## config.mk

```make
export PLATFORM = sky130hd
export DESIGN_NAME = program_sequencer_flat
export DESIGN_NICKNAME = d
export VERILOG_FILES = /design/src/rtl/program_sequencer_if.sv /design/src/rtl/program_sequencer.sv /design/src/flat_wrapper.sv
export SDC_FILE = /design/constraint.sdc
export NUM_CORES = 1
export LEC_CHECK = 0
export BUFFER_PORTS_ARGS = -buffer_cell sky130_fd_sc_hd__buf_2
export CAP_MARGIN = 0
export CELL_PAD_IN_SITES_DETAIL_PLACEMENT = 0
export CELL_PAD_IN_SITES_GLOBAL_PLACEMENT = 1
export CORE_ASPECT_RATIO = 0.75
export CORE_MARGIN = 5
export CORE_UTILIZATION = 37
export DETAILED_ROUTE_END_ITERATION = 12
export PLACE_DENSITY = 0.77
export SLEW_MARGIN = 20
export SYNTH_ARGS = -nofsm -noshare
export SYNTH_HDL_FRONTEND = slang
export SYNTH_SLANG_ARGS = --single-unit
```

## constraint.sdc

```tcl
create_clock -name clock -period 2.7 [get_ports clock]
set_input_delay 0.81 -clock clock [delete_from_list [all_inputs] [get_ports clock]]
set_output_delay 0.81 -clock clock [all_outputs]
set_load 0.005 [all_outputs]
```

## src/rtl/program_sequencer_if.sv

```systemverilog
// Sequencer command/status bundle.
// master = instruction controller, slave = program_sequencer.
interface program_sequencer_if #(
  parameter int ADDR_W      = 8,
  parameter int INSTR_W     = 16,
  parameter int STACK_DEPTH = 4
);
  localparam int LVL_W = $clog2(STACK_DEPTH) + 1;

  logic [2:0]         pc_control;
  logic [INSTR_W-1:0] instruction;
  logic               z_flag;
  logic               c_flag;
  logic               stall;
  logic [ADDR_W-1:0]  iram_address;
  logic [LVL_W-1:0]   stack_level;
  logic               stack_err;

  modport master (
    output pc_control,
    output instruction,
    output z_flag,
    output c_flag,
    output stall,
    input  iram_address,
    input  stack_level,
    input  stack_err
  );

  modport slave (
    input  pc_control,
    input  instruction,
    input  z_flag,
    input  c_flag,
    input  stall,
    output iram_address,
    output stack_level,
    output stack_err
  );
endinterface

```

## src/rtl/program_sequencer.sv

```systemverilog
// Program counter sequencer with conditional jump/call,
// return stack and sticky stack-fault flag.
module program_sequencer #(
  parameter int ADDR_W      = 8,
  parameter int INSTR_W     = 16,
  parameter int STACK_DEPTH = 4,
  parameter logic [ADDR_W-1:0] RESET_VECTOR = '0
) (
  input  logic clock,
  input  logic reset,
  program_sequencer_if.slave bus
);
  localparam int PTR_W = $clog2(STACK_DEPTH);
  localparam int LVL_W = PTR_W + 1;
  localparam logic [LVL_W-1:0] FULL_LVL =
    LVL_W'(STACK_DEPTH);

  logic [ADDR_W-1:0] pc_q;
  logic [ADDR_W-1:0] pc_nxt;
  logic [LVL_W-1:0]  lvl_q;
  logic [LVL_W-1:0]  lvl_nxt;
  logic              err_q;
  logic              err_nxt;
  logic [ADDR_W-1:0] stack [STACK_DEPTH];

  logic [ADDR_W-1:0] target;
  logic [3:0]        cond;
  logic              cond_ok;
  logic [ADDR_W-1:0] pc_inc;
  logic [LVL_W-1:0]  lvl_inc;
  logic [LVL_W-1:0]  lvl_dec;
  logic [ADDR_W-1:0] top;
  logic              full;
  logic              empty;
  logic              push;

  logic is_inc;
  logic is_jmp;
  logic is_call;
  logic is_ret;

  assign target  = bus.instruction[ADDR_W-1:0];
  assign cond    = bus.instruction[ADDR_W+3:ADDR_W];
  assign pc_inc  = pc_q + ADDR_W'(1);
  assign lvl_inc = lvl_q + LVL_W'(1);
  assign lvl_dec = lvl_q - LVL_W'(1);
  assign top     = stack[lvl_dec[PTR_W-1:0]];
  assign full    = (lvl_q == FULL_LVL);
  assign empty   = (lvl_q == '0);

  // Upper opcode bits are not part of sequencing.
  generate
    if (INSTR_W > ADDR_W + 4) begin : g_spare
      logic unused_hi;
      assign unused_hi =
        ^bus.instruction[INSTR_W-1:ADDR_W+4];
    end
  endgenerate

  always_comb begin
    is_inc  = (bus.pc_control == 3'b001);
    is_jmp  = (bus.pc_control == 3'b010);
    is_call = (bus.pc_control == 3'b011);
    is_ret  = (bus.pc_control == 3'b100);
  end

  always_comb begin
    cond_ok = 1'b0;
    case (cond)
      4'b0000: cond_ok = 1'b1;
      4'b0001: cond_ok = ~bus.z_flag;
      4'b0010: cond_ok = bus.z_flag;
      4'b0011: cond_ok = ~bus.c_flag;
      4'b0100: cond_ok = bus.c_flag;
      default: cond_ok = 1'b0;
    endcase
  end

  always_comb begin
    pc_nxt  = pc_q;
    lvl_nxt = lvl_q;
    err_nxt = err_q;
    push    = 1'b0;
    unique case (1'b1)
      is_inc: pc_nxt = pc_inc;
      is_jmp: begin
        if (cond_ok) pc_nxt = target;
      end
      is_call: begin
        if (cond_ok) begin
          if (full) begin
            err_nxt = 1'b1;
          end else begin
            push    = 1'b1;
            pc_nxt  = target;
            lvl_nxt = lvl_inc;
          end
        end
      end
      is_ret: begin
        if (empty) begin
          err_nxt = 1'b1;
        end else begin
          pc_nxt  = top;
          lvl_nxt = lvl_dec;
        end
      end
      default: ;
    endcase
  end

  always_ff @(posedge clock) begin
    if (reset) begin
      pc_q  <= RESET_VECTOR;
      lvl_q <= '0;
      err_q <= 1'b0;
    end else if (!bus.stall) begin
      pc_q  <= pc_nxt;
      lvl_q <= lvl_nxt;
      err_q <= err_nxt;
    end
  end

  // Entry storage is unreachable after reset, so it is not cleared.
  always_ff @(posedge clock) begin
    if (!reset && !bus.stall && push) begin
      stack[lvl_q[PTR_W-1:0]] <= pc_inc;
    end
  end

  assign bus.iram_address = pc_q;
  assign bus.stack_level  = lvl_q;
  assign bus.stack_err    = err_q;
endmodule
```

## src/flat_wrapper.sv

```systemverilog
// flat-port wrapper written by rule: the top's interface ports become plain ports
module program_sequencer_flat 
#(
  parameter int ADDR_W      = 8,
  parameter int INSTR_W     = 16,
  parameter int STACK_DEPTH = 4,
  parameter logic [ADDR_W-1:0] RESET_VECTOR = '0
)
  (clock, reset, bus_pc_control, bus_instruction, bus_z_flag, bus_c_flag, bus_stall, bus_iram_address, bus_stack_level, bus_stack_err);
  program_sequencer_if #(.ADDR_W(ADDR_W), .INSTR_W(INSTR_W), .STACK_DEPTH(STACK_DEPTH)) bus_i ();
  input  logic clock;
  input  logic reset;
  input wire logic [$bits(bus_i.pc_control)-1:0] bus_pc_control;
  input wire logic [$bits(bus_i.instruction)-1:0] bus_instruction;
  input wire logic [$bits(bus_i.z_flag)-1:0] bus_z_flag;
  input wire logic [$bits(bus_i.c_flag)-1:0] bus_c_flag;
  input wire logic [$bits(bus_i.stall)-1:0] bus_stall;
  output wire logic [$bits(bus_i.iram_address)-1:0] bus_iram_address;
  output wire logic [$bits(bus_i.stack_level)-1:0] bus_stack_level;
  output wire logic [$bits(bus_i.stack_err)-1:0] bus_stack_err;
  assign bus_i.pc_control = bus_pc_control;
  assign bus_i.instruction = bus_instruction;
  assign bus_i.z_flag = bus_z_flag;
  assign bus_i.c_flag = bus_c_flag;
  assign bus_i.stall = bus_stall;
  assign bus_iram_address = bus_i.iram_address;
  assign bus_stack_level = bus_i.stack_level;
  assign bus_stack_err = bus_i.stack_err;
  program_sequencer #(.ADDR_W(ADDR_W), .INSTR_W(INSTR_W), .STACK_DEPTH(STACK_DEPTH), .RESET_VECTOR(RESET_VECTOR)) u_core (.clock(clock), .reset(reset), .bus(bus_i));
endmodule
```

==> qor.txt <==
Startpoint Class = flop
CTS clk-pin slew, worst paths = 0.08 ns
Layout overhead on the synthesized area = 19.0%
Overall Global Routing Usage = 13.4%
Cell variety after synth = 57
Post-CTS setup buffers = 0
WS Path Type = reg2reg
Initial core utilization = 38.4%
CTS resizes = 0
Worst R2R Start = u_core.bus.stack_level[1]
P per Cell Area = 521 nW/um2
First-pass GRT wire length = 8070 um
Die H = 77.7 um
Hold endpoint = u_core.bus.stack_err
Most frequent cells in the layout = 32 x edfxtp_1, 31 x buf_2, 15 x buf_4
Commonest non-fill, non-tap cell in the layout = edfxtp_1
Hold slack = 0.482 ns
Yosys warns = 0
Max-slew violations = 0
Top cells by area in the synthesized netlist = edfxtp_1 42%, dfxtp_1 11%, mux4_2 8.0%, ha_1 3.3%, a211oi_1 3.0%
HP Class = reg2reg
DRT antenna net count = 0
Cell count of the worst hold path = 1
Seq cells post-synth = 44
Status = finished clean
RR Endpoint = u_core.bus.iram_address[2]
H-tree depth = 2
Critical Path Sink Type = flop
Tightest Pin Transition = 0.462 ns
Clock Path Buffers = 2
Antenna diodes = 0
Post-CTS Hold Buffers = 0
Share of the synthesized area in the top cell type = 42.5%
Leak = 0.00100 uW
Initial DRT Pass Iterations = 4
Placer Congestion = 0.777
Period utilization = 84.5%
Worst-case reg-to-reg path depth = 7
Drc violations = 0
CORE AREA = 5890 um2
R2r setup slk = 0.42 ns
CP arrival = 2.47 ns
Initial antenna violation count = 0
# rows = 24
Final hold vios = 0
Vias = 1567
Die ar. = 7790 um2
Yosys top cell by area = edfxtp_1
CTS sink count = 44
Critical path data required time = 2.89 ns
Max-cap violations = 0
Sequential area share after synthesis = 53.1%
Post-Syn Area = 2260 um2
Vias in the first global route = 1527
Worst VDD drop = 0.000324 V
Crit path largest cell delay = 0.58 ns
CP max stage cell = ha_1
CTS buffer count = 5
Setup TNS = 0 ns
Syn nets = 203
Setup violators final = 0
Fmax = 0.438 GHz
Worst path cell trace = inv_1 > ha_1 > mux4_2 > and2_1 > a221oi_1 > a2111oi_0 > a31o_1
Via-per-instance ratio = 5.28
Post-DR wirelength/cell = 17.2 um
Drt first-iter violations = 101
Port Buf Inserts = 31
Die width = 100 um
Pin count of the biggest net entering global routing = 16
CTS tree = built
Layout cells sized above 1 = 32.4%
RSZ-0062 raised after global routing = false
Gr ovfl total = 0
Syn_area_per_cell = 13.1 um2
Min Tclk post-route = 2.28 ns
Detail Placement HPWL = 3930 um
Hold Startpoint = u_core.bus.stack_err
Routed wire length = 5100 um
Mapped Cells = 173
Layout Nets = 248
Top Ports = 36
Clock Latency Late Sink = 0.30 ns
Critical Path Fanout Max = 10
Final Skew = 0.00442 ns
Worst slew margin = 69.2%
CTS Root Cell = clkbuf_8
worst max-delay path: cells and delay by family (launching register included):
kind | cells | cell delay (ns)
DFF | 1 | 0.34
adders and majority gates | 1 | 0.58
AOI/OAI and AO/OA | 3 | 0.64
buffers and inverters | 1 | 0.09
and+or+nand+nor | 1 | 0.16
muxes | 1 | 0.36
synthesized netlist by cell type, drive strengths merged:
master   number
o21ai         5
xnor2         5
nand3         4
and2b         1
and2          2
a31o          1
and4b         1
a21oi         3
o21a          1
o2111ai       1
a221oi        3
nor4b         1
a211oi       10
a22o          5
nand3b        1
clkbuf        2
nand2         7
nand2b        5
or4           1
buf           6
nor2          6
o211ai        2
dfxtp        12
a41oi         1
o32ai         3
mux2          2
o2111a        1
nor3b         1
ha            6
or3b          1
inv          11
nand4         1
nor2b         2
or3           1
edfxtp       32
and3          5
nor3          2
a2111oi       1
a311oi        1
a221o         2
xor2          2
or2           2
a21o          3
mux4          8
registers in the layout, summed over array words and instances, names as in the netlist:
name and cells:
u_core.bus.stack_err 1, u_core.bus.stack_level 3, u_core.stack 32, u_core.bus.iram_address 8
stage by stage:
step	setup slack [ns]	std cells	util, %	total power [uW]	area, um2
CTS	0.437	297	45.7	1420	2690
global placement	0.293	289	43.9	919	2580
global route	0.337	297	45.7	1470	2690
detailed placement	0.286	289	43.9	922	2580
floorplan	0.488	173	-	861	2260
finish	0.419	297	45.7	1400	2690
worst max path at each step:
stage | start | endpoint | slack, ns | cells past startpoint
after floorplan | bus_pc_control[0] | u_core.bus.stack_level[2] | 0.49 | 5
after global placement | bus_instruction[10] | u_core.bus.stack_level[2] | 0.29 | 6
after detailed placement | bus_instruction[10] | u_core.bus.stack_level[2] | 0.29 | 6
after CTS | u_core.bus.stack_level[1] | u_core.bus.iram_address[2] | 0.44 | 7
after global routing | u_core.bus.stack_level[1] | u_core.bus.iram_address[2] | 0.34 | 7
final | u_core.bus.stack_level[1] | u_core.bus.iram_address[2] | 0.42 | 7
metal layers:
layer / routed length [um] / vias up / track usage (%)
li1: - / 768 / -
met1: 2410 / 752 / 19.3
met2: 2320 / 39 / 20.1
met3: 307 / 8 / 3.49
met4: 54 / 0 / 3.23
met5: 0 / - / 0
area by class of cell:
class / count / area, um2
fillers: 563 / 3190
flip-flops and latches: 44 / 1200
multi-input cells: 110 / 973
repair buffers: 46 / 268
well taps: 78 / 97.6
clock buffers: 5 / 68.8
clock inverters: 3 / 42.5
inverters: 11 / 41.3
report_power, final:
| part | internal (uW) | total [uW] | leakage [uW] | switching (uW) |
|---|---|---|---|---|
| Clock | 274 | 499 | 0.0000558 | 225 |
| Sequential | 732 | 742 | 0.000392 | 9.84 |
| Combinational | 72.2 | 163 | 0.000556 | 90.7 |
| Total | 1080 | 1400 | 0.00100 | 326 |
logic make-up after synthesis:
kind of cell,Yosys count,share of synthesized area [%]
simple gates,44,11.9
flops,44,53.1
compound gates,43,16.0
buf+inv,19,3.87
mux,10,9.13
xor+xnor,7,2.71
fa+ha+maj,6,3.32
No activity file was read; power rests on OpenSTA's default activity.
